$ cat src/rtl/cpu_pkg.sv
// Shared CPU-wide widths and register-class helpers used by the writeback path.
package cpu_pkg;

   localparam int REG_ADDR_W    = 5;
   localparam int SCALAR_W      = 32;
   localparam int VEC_W         = 128;
   localparam int WB_FIFO_DEPTH = 4;

   // Vector registers occupy the top quarter of the register address space.
   function automatic logic is_vreg(input logic [REG_ADDR_W-1:0] addr);
      return addr[4:3] == 2'b11;
   endfunction

   function automatic logic same_reg(input logic [REG_ADDR_W-1:0] a,
                                     input logic [REG_ADDR_W-1:0] b);
      return (is_vreg(a) == is_vreg(b)) && (a == b);
   endfunction

endpackage

$ cat src/rtl/wb_fifo.sv
// Vector-result queue: circular storage of {addr, data} with count-based full/empty
// and a per-slot valid mask so hazard logic can see every pending destination.
module wb_fifo
   import cpu_pkg::*;
#(
   parameter int DEPTH = WB_FIFO_DEPTH
) (
   input  logic                                 clk,
   input  logic                                 rst_n,
   input  logic                                 push,
   input  logic [REG_ADDR_W-1:0]                push_addr,
   input  logic [VEC_W-1:0]                     push_data,
   input  logic                                 pop,
   output logic [REG_ADDR_W-1:0]                head_addr,
   output logic [VEC_W-1:0]                     head_data,
   output logic                                 full,
   output logic                                 empty,
   output logic [DEPTH-1:0][REG_ADDR_W-1:0]     entry_addr,
   output logic [DEPTH-1:0]                     entry_valid
);

   localparam int PW = $clog2(DEPTH);
   localparam int CW = PW + 1;

   logic [PW-1:0]         wr_ptr;
   logic [PW-1:0]         rd_ptr;
   logic [CW-1:0]         count;
   logic [REG_ADDR_W-1:0] addr_mem [DEPTH];
   logic [VEC_W-1:0]      data_mem [DEPTH];
   logic                  do_push;
   logic                  do_pop;

   assign full    = (count == CW'(DEPTH));
   assign empty   = (count == '0);
   assign do_push = push && !full;
   assign do_pop  = pop && !empty;

   assign head_addr = addr_mem[rd_ptr];
   assign head_data = data_mem[rd_ptr];

   // Pointers are power-of-two wide, so plain increment wraps modulo DEPTH.
   always_ff @(posedge clk) begin
      if (!rst_n) begin
         wr_ptr <= '0;
         rd_ptr <= '0;
         count  <= '0;
      end else begin
         if (do_push) wr_ptr <= wr_ptr + 1'b1;
         if (do_pop)  rd_ptr <= rd_ptr + 1'b1;
         case ({do_push, do_pop})
            2'b10:   count <= count + 1'b1;
            2'b01:   count <= count - 1'b1;
            default: count <= count;
         endcase
      end
   end

   always_ff @(posedge clk) begin
      if (do_push) begin
         addr_mem[wr_ptr] <= push_addr;
         data_mem[wr_ptr] <= push_data;
      end
   end

   // A slot is live when its distance from the read pointer is below the count.
   always_comb begin
      for (int i = 0; i < DEPTH; i++) begin
         entry_addr[i]  = addr_mem[i];
         entry_valid[i] = CW'(PW'(i) - rd_ptr) < count;
      end
   end

endmodule

$ cat src/rtl/writeback_arbiter.sv
// Register-file writeback arbiter: scalar results win by default, queued vector
// results drain when the scalar side is idle or after three consecutive scalar wins.
module writeback_arbiter
   import cpu_pkg::*;
#(
   parameter int FIFO_DEPTH = WB_FIFO_DEPTH
) (
   input  logic                  clk,
   input  logic                  rst_n,
   input  logic                  s_valid,
   output logic                  s_ready,
   input  logic [REG_ADDR_W-1:0] s_addr,
   input  logic [SCALAR_W-1:0]   s_data,
   input  logic                  v_valid,
   output logic                  v_ready,
   input  logic [REG_ADDR_W-1:0] v_addr,
   input  logic [VEC_W-1:0]      v_data,
   output logic                  we3,
   output logic [REG_ADDR_W-1:0] a3,
   output logic [VEC_W-1:0]      wd3,
   input  logic [REG_ADDR_W-1:0] q_addr1,
   input  logic [REG_ADDR_W-1:0] q_addr2,
   output logic                  q_pend1,
   output logic                  q_pend2
);

   logic                                   empty;
   logic                                   full;
   logic [REG_ADDR_W-1:0]                  head_addr;
   logic [VEC_W-1:0]                       head_data;
   logic [FIFO_DEPTH-1:0][REG_ADDR_W-1:0]  entry_addr;
   logic [FIFO_DEPTH-1:0]                  entry_valid;
   logic [1:0]                             starve;
   logic                                   force_pop;
   logic                                   scalar_win;
   logic                                   push;
   logic                                   pop;
   logic [REG_ADDR_W-1:0]                  win_addr;
   logic [VEC_W-1:0]                       win_data;
   logic                                   hit1;
   logic                                   hit2;

   // Handshake: a source transfers only on a cycle where its valid and ready are both
   // high; ready depends on arbiter state alone, never on the same cycle's valid.
   assign force_pop  = !empty && (starve == 2'd3);
   assign s_ready    = rst_n && !force_pop;
   assign v_ready    = rst_n && !full;
   assign scalar_win = s_valid && s_ready;
   assign pop        = !scalar_win && !empty;
   assign push       = v_valid && v_ready;

   wb_fifo #(
      .DEPTH (FIFO_DEPTH)
   ) u_fifo (
      .clk         (clk),
      .rst_n       (rst_n),
      .push        (push),
      .push_addr   (v_addr),
      .push_data   (v_data),
      .pop         (pop),
      .head_addr   (head_addr),
      .head_data   (head_data),
      .full        (full),
      .empty       (empty),
      .entry_addr  (entry_addr),
      .entry_valid (entry_valid)
   );

   always_comb begin
      win_addr = head_addr;
      win_data = head_data;
      if (scalar_win) begin
         win_addr = s_addr;
         win_data = {{(VEC_W-SCALAR_W){1'b0}}, s_data};
      end
   end

   // Register 0 is hardwired: its writes are dropped but a3/wd3 still follow the winner.
   always_ff @(posedge clk) begin
      if (!rst_n) begin
         we3    <= 1'b0;
         a3     <= '0;
         wd3    <= '0;
         starve <= '0;
      end else begin
         if (empty || pop)
            starve <= '0;
         else if (scalar_win)
            starve <= starve + 1'b1;

         if (scalar_win || pop) begin
            we3 <= (win_addr != '0);
            a3  <= win_addr;
            wd3 <= win_data;
         end else begin
            we3 <= 1'b0;
         end
      end
   end

   always_comb begin
      hit1 = we3 && same_reg(a3, q_addr1);
      hit2 = we3 && same_reg(a3, q_addr2);
      for (int i = 0; i < FIFO_DEPTH; i++) begin
         if (entry_valid[i] && same_reg(entry_addr[i], q_addr1)) hit1 = 1'b1;
         if (entry_valid[i] && same_reg(entry_addr[i], q_addr2)) hit2 = 1'b1;
      end
   end

   assign q_pend1 = rst_n && (q_addr1 != '0) && hit1;
   assign q_pend2 = rst_n && (q_addr2 != '0) && hit2;

endmodule

$ cat config.mk
export PLATFORM = sky130hd
export DESIGN_NAME = writeback_arbiter
export DESIGN_NICKNAME = d
export VERILOG_FILES = /design/src/rtl/cpu_pkg.sv /design/src/rtl/wb_fifo.sv /design/src/rtl/writeback_arbiter.sv
export SDC_FILE = /design/constraint.sdc
export NUM_CORES = 1
export LEC_CHECK = 0
export ABC_AREA = 1
export ABC_CLOCK_PERIOD_IN_PS = 14800
export BUFFER_PORTS_ARGS = -buffer_cell sky130_fd_sc_hd__clkbuf_2
export CAP_MARGIN = 15
export CORE_ASPECT_RATIO = 0.5
export CORE_MARGIN = 3
export CORE_UTILIZATION = 30
export CTS_CLUSTER_SIZE = 28
export DETAILED_ROUTE_END_ITERATION = 10
export PLACE_DENSITY_LB_ADDON = 0.3
export SLEW_MARGIN = 20
export SYNTH_ARGS = -nofsm -noshare
export SYNTH_HDL_FRONTEND = slang
export SYNTH_SLANG_ARGS = --single-unit
$ cat constraint.sdc
create_clock -name clk -period 14.8 [get_ports clk]
set_input_delay 1.48 -clock clk [delete_from_list [all_inputs] [get_ports clk]]
set_output_delay 1.48 -clock clk [all_outputs]
set_load 0.01 [all_outputs]
==> results of run 1 <==
[flip-flops by register name, indices dropped and copies added (netlist names), named ones only]
name / flops
a3: 5
starve: 2
u_fifo.addr_mem: 20
u_fifo.count: 3
u_fifo.data_mem: 512
u_fifo.rd_ptr: 2
u_fifo.wr_ptr: 2
wd3: 128
we3: 1
[power by group]
part | leakage (nW) | internal [mW] | switching (mW) | total [mW]
registers | 6.02 | 2.28 | 0.173 | 2.46
logic | 4.05 | 0.511 | 1.14 | 1.65
clock network | 1.02 | 0.938 | 0.711 | 1.65
total | 11.1 | 3.73 | 2.02 | 5.76
[cell usage in the layout (no fill, tap or decap), types with 47 or more instances in the layout]
cell type	n
a21oi_1	116
clkbuf_16	69
clkbuf_2	321
dfxtp_1	143
edfxtp_1	532
inv_1	47
nand2_1	302
nand3_1	54
nor2_1	295
o21ai_0	271
o22ai_1	132
[final cells by class]
type	count	area (µm²)
Clock inverter	27	245
Clock buffer	95	1860
Timing Repair Buffer	338	1770
Antenna cell	9	22.5
Inverter	53	215
Fill cell	8557	55600
Sequential cell	677	18900
Multi-Input combinational cell	1307	6490
Tap cell	1170	1460
[metrics by stage]
| step | setup slack (ns) | cell area [µm²] | hold slack [ns] |
|---|---|---|---|
| floorplan | 6.57 | 26300 | 0.397 |
| global placement | 8.66 | 28800 | 0.406 |
| detailed placement | 8.62 | 28800 | 0.415 |
| CTS | 9.25 | 30900 | 0.424 |
| global route | 8.98 | 30900 | 0.448 |
| finish | 9.32 | 31000 | 0.422 |
[cells by family after synthesis]
kind of cell | count (synthesis) | share of synthesized area [%]
xor+xnor | 35 | 1.16
flops | 677 | 71.7
fa+ha+maj | 16 | 0.789
compound gates | 556 | 11.8
buf+inv | 198 | 3.79
simple gates | 700 | 10.8
[worst max-delay path: cells and delay by family]
family | cells | cell delay (ns)
compound gates | 1 | 0.28
simple gates | 2 | 1.09
buf+inv | 5 | 2.67
[final timing paths]
path / endpoint / from / depth (start not counted)
worst min register to register: starve[0] / starve[0] / 1
worst max-delay path: u_fifo.data_mem[0][68] / rst_n / 8
worst max register to register: u_fifo.data_mem[0][68] / u_fifo.count[0] / 6
worst min-delay path: starve[0] / starve[0] / 1
[metal layers]
| layer | part of all wire, % | vias to the layer above |
|---|---|---|
| met5 | 0.066 | - |
| met4 | 2.4 | 8 |
| met3 | 3.5 | 96 |
| met2 | 52 | 284 |
| met1 | 42 | 8472 |
| li1 | - | 8323 |
==> impl_metrics.env, run 1 <==
export IMPL_synth_area_leaders="edfxtp_1 (61%), dfxtp_1 (11%), o21ai_0 (5.1%)"
export IMPL_synthToLayoutAreaGrowth_pct=17.5
export IMPL_synth_top_area_share_pct=60.7
export IMPL_critPathLaunchType="primary input"
export IMPL_final_nets=2644
export IMPL_synthFlopType="edfxtp_1"
export IMPL_wl_per_cell_um=18.8
export IMPL_cts_hold_buffers=0
export IMPL_row_count=76
export IMPL_post_cts_buffers=0
export IMPL_synth_nets=2382
export IMPL_avgViaCountPerCell=4.67
export IMPL_die_h_um=216
export IMPL_met3_usage_pct=2.54
export IMPL_cp_required_ns=15.01
export IMPL_cp_arrival_ns=5.68
export IMPL_drv_cap=0
export IMPL_synth_most_common_cell="edfxtp_1"
export IMPL_hold_path_class="reg -> reg"
export IMPL_fin_total_pwr_mw=5.76
export IMPL_yosysUniqueCellTypes=36
export IMPL_wirelength_mm=69.2
export IMPL_grt_overflow=0
export IMPL_clkTransAtPathRegs_ns=0.06
export IMPL_start_util_pct=30.4
export IMPL_cts_resized=0
export IMPL_drive_above_1_share_pct=19.3
export IMPL_worst_pin_slew_ns=1.11
export IMPL_ys_top_cells_by_count="edfxtp_1 (532), nand2_1 (302), nor2_1 (299), o21ai_0 (271), dfxtp_1 (145)"
export IMPL_tns_ns=0
export IMPL_busiest_layer="met2"
export IMPL_crit_path_end_kind="flop"
export IMPL_tritoncts="done"
export IMPL_clock_latency_ns=0.60
export IMPL_skew_ns=0.0222
export IMPL_clock_fmax_mhz=183
export IMPL_static_leakage_power_nw=11.1
export IMPL_final_max_slew_viol_count=0
export IMPL_synth_edf_count=532
export IMPL_crit_type="in -> reg"
export IMPL_die_area_um2=91600
export IMPL_gp_congestion=0.861
export IMPL_cts_buffers=67
export IMPL_path_max_fanout=59
export IMPL_antenna_left=0
export IMPL_track_usage_pct=14.7
export IMPL_crit_top_cell="buf_4"
export IMPL_synth_seq_cells=677
export IMPL_finish_utilization_pct=35.8
export IMPL_cts_root_buf="clkbuf_16"
export IMPL_grt_max_degree=224
export IMPL_synthCells=2182
export IMPL_core_um2=86500
export IMPL_die_x_um=425
export IMPL_dr_pass1_iters=5
export IMPL_cts_num_sinks=677
export IMPL_relSlewSlack_pct=26.1
export IMPL_power_density_nw_per_um2=186
export IMPL_vias=17200
export IMPL_cpPeakStageDelay_ns=0.85
export IMPL_grt_pass1_wl_mm=104
export IMPL_syn_area_um2=26300
export IMPL_dp_cells=3544
export IMPL_final_min_clock_period_ns=5.48
export IMPL_hpwlAfterDp_mm=39.4
export IMPL_post_route_period_util_pct=37.0
export IMPL_cts_buffer_depth=3
export IMPL_htree_levels=3
export IMPL_setup_viol=0
export IMPL_use_met1_pct=18.3
export IMPL_grt_pass1_vias=16700
export IMPL_io_buffers=321
export IMPL_synth_area_per_cell_um2=12.1
export IMPL_peakVddDrop_mv=0.117
export IMPL_drt_iter0_markers=1168
export IMPL_ys_warn_count=0
export IMPL_synth_top_cell_by_area="edfxtp_1"
export IMPL_cp_cell_sequence="clkbuf_2 -> buf_4 -> inv_4 -> a21oi_1 -> nand2_1 -> nor2_4 -> buf_4 -> buf_4"
export IMPL_rsz0062_at_grt="false"
export IMPL_seq_area_frac_synth_pct=71.7
export IMPL_r2r_slack_ns=10.89
export IMPL_drc=0
export IMPL_async_reset_ff_share_pct=0
export IMPL_fin_cells=3676
export IMPL_io_pins=322
export IMPL_grt_antenna_before_repair=13
export IMPL_slowest_stage="buf_4"
export IMPL_use_met2_pct=26.0
export IMPL_finalHoldViolCount=0
export IMPL_status="finished, final reports clean"
Power figures use the tool's default switching activity.
==> run 2: changes to the inputs <==
- ABC_CLOCK_PERIOD_IN_PS: 14800 -> 5100
- clock period: 14.8 -> 5.1 ns (I/O delays scaled with it)
==> run 2 against run 1 <==
  * Combinational power grew to 3.0 times the previous value
  * Register-to-register slack worse by 8.7 ns
  * Sequential share of layout area is 0.48 points lower
  * Worst setup slack worse by 7.3 ns
  * Global-route usage is 0.30 points higher
  * Count of clock-buffer cells in the layout is 1 higher
  * Final cell count is 0.27% higher
  * Non-clock buffer count is 11 higher
  * Worst hold slack worse by 0.31 ns
  * Clock skew hardly changed
  * Critical path depth is 2 higher
==> impl_metrics.env, run 2 (synthesis gave the netlist of run 1 again) <==
export IMPL_final_common_cell="edfxtp_1"
export IMPL_status="finished, final reports clean"
export IMPL_dr_pass1_iters=5
export IMPL_hpwlAfterDp_mm=41.0
export IMPL_vias=17400
export IMPL_path_buf_inv=2
export IMPL_reg2reg_to="wd3[111]"
export IMPL_die_x_um=425
export IMPL_peakVddDrop_mv=0.236
export IMPL_rsz0062_at_grt="false"
export IMPL_place_ws_ns=1.55
export IMPL_final_nets=2655
export IMPL_cts_root_buf="clkbuf_16"
export IMPL_top_register="u_fifo.data_mem"
export IMPL_fillers=8569
export IMPL_grt_overflow=0
export IMPL_critPathLaunchType="flop"
export IMPL_skew_ns=0.0225
export IMPL_synthToLayoutAreaGrowth_pct=18.5
export IMPL_slowest_stage="dfxtp_1"
export IMPL_cts_resized=0
export IMPL_whs_ns=0.116
export IMPL_io_buffers=321
export IMPL_worstHoldPathCells=1
export IMPL_post_route_period_util_pct=59.7
export IMPL_cp_required_ns=4.59
export IMPL_clock_fmax_mhz=328
export IMPL_ff2ff_path_depth=9
export IMPL_dp_cells=3556
export IMPL_cts_buffers=67
export IMPL_gp_congestion=0.834
export IMPL_grt_pass1_vias=17300
export IMPL_path_max_fanout=5
export IMPL_finish_utilization_pct=36.1
export IMPL_layout_common_cells="edfxtp_1 (532), clkbuf_2 (321), nand2_1 (302)"
export IMPL_relSlewSlack_pct=28.2
export IMPL_cpPeakStageDelay_ns=0.41
export IMPL_htree_levels=3
export IMPL_antenna_left=0
export IMPL_avgViaCountPerCell=4.73
export IMPL_layout_top_registers="u_fifo.data_mem: 512 flops, wd3: 128 flops, u_fifo.addr_mem: 20 flops"
export IMPL_track_usage_pct=15.0
export IMPL_drive_above_1_share_pct=20.0
export IMPL_grt_pass1_wl_mm=106
export IMPL_post_cts_buffers=0
export IMPL_final_area_um2=31200
export IMPL_min_delay_start="v_data[61]"
export IMPL_fin_ws_ns=2.05
export IMPL_grt_max_degree=162
export IMPL_r2r_slack_ns=2.16
export IMPL_cp_cell_sequence="inv_1 -> ha_1 -> ha_1 -> a21oi_1 -> o21a_1 -> nand3_1 -> nand3_1 -> nor2_1 -> nor2_1 -> clkbuf_2"
export IMPL_final_max_slew_viol_count=0
export IMPL_crit_path_end_kind="output pin"
export IMPL_tns_ns=0
export IMPL_drv_cap=0
export IMPL_wirelength_mm=70.1
export IMPL_finalHoldViolCount=0
export IMPL_cts_hold_buffers=0
export IMPL_setup_viol=0
export IMPL_holdPathEnd="u_fifo.data_mem[1][61]"
export IMPL_tritoncts="done"
export IMPL_crit_type="reg -> out"
export IMPL_die_area_um2=91600
export IMPL_final_min_clock_period_ns=3.05
export IMPL_power_density_nw_per_um2=543
export IMPL_cp_top_family="adder cells"
export IMPL_hold_path_class="in -> reg"
export IMPL_row_count=76
export IMPL_fin_total_pwr_mw=17.0
export IMPL_largest_reg_flops=512
export IMPL_postPlaceCellArea_um2=29000
export IMPL_cts_buffer_depth=3
export IMPL_drt_iter0_markers=963
export IMPL_die_h_um=216
export IMPL_grt_antenna_before_repair=9
export IMPL_clock_latency_ns=0.61
export IMPL_core_um2=86500
export IMPL_fin_cells=3686
export IMPL_worstReg2RegStart="u_fifo.count[2]"
export IMPL_clkTransAtPathRegs_ns=0.06
export IMPL_worst_pin_slew_ns=1.08
export IMPL_cts_num_sinks=677
export IMPL_wl_per_cell_um=19.0
export IMPL_drc=0
export IMPL_static_leakage_power_nw=11.2
export IMPL_start_util_pct=30.4
export IMPL_io_pins=322
export IMPL_cp_arrival_ns=2.54
-- run 2: cell types whose count changed in the layout (fill, tap and decap cells not counted) --
cell | previous run | this run
bufinv_16 | 3 | 5
diode_2 | 9 | 7
clkbuf_16 | 69 | 71
inv_6 | 2 | 0
buf_16 | 1 | 0
buf_4 | 15 | 21
clkinvlp_4 | 2 | 1
clkinv_2 | 6 | 13
buf_12 | 1 | 7
clkbuf_8 | 4 | 6
clkinv_1 | 12 | 6
clkbuf_1 | 22 | 19
-- run 2: worst max path at each step --
| stage | depth (start not counted) | end | slack [ns] | start |
|---|---|---|---|---|
| 2_1_floorplan | 4 | u_fifo.addr_mem[0][0] | -2.16 | rst_n |
| 3_3_place_gp | 6 | u_fifo.data_mem[0][19] | 1.61 | rst_n |
| 3_5_place_dp | 6 | u_fifo.data_mem[0][22] | 1.55 | rst_n |
| 4_1_cts | 11 | q_pend1 | 2.01 | u_fifo.rd_ptr[0] |
| 5_1_grt | 11 | q_pend2 | 1.86 | u_fifo.rd_ptr[0] |
| 6_report | 10 | q_pend2 | 2.05 | u_fifo.rd_ptr[0] |
-- run 2: per-layer routing --
layer / up-vias / routed length (µm) / global-route usage [%]
met5: - / 41 / 0
met3: 110 / 2900 / 2.83
met4: 6 / 1850 / 5.14
met2: 330 / 36300 / 26.8
met1: 8639 / 29000 / 18.2
li1: 8357 / - / -
-- run 2: worst reg2reg max path, cell delays in order (launching register included) --
cell and delay (ns):
dfxtp_1 0.33, inv_1 0.13, nand2_4 0.15, nand2_4 0.08, nand3_4 0.33, nand2_2 0.26, inv_4 0.72, buf_4 0.59
nand2_1 0.10, a21oi_1 0.17
-- run 2: final cells by class --
cell class	instances	area, µm²	area share (%)
clock buffer	96	1930	6.19
inverter	53	215	0.690
clock inverter	27	293	0.938
multi-input combinational	1307	6490	20.8
timing repair buffer	349	1900	6.10
sequential	677	18900	60.5
antenna	7	17.5	0.0561
tap	1170	1460	4.69
-- run 2: power by group --
part / switching (mW) / internal, mW
combinational: 3.39 / 1.50
clock: 2.08 / 2.91
sequential: 0.449 / 6.62
total: 5.92 / 11.0
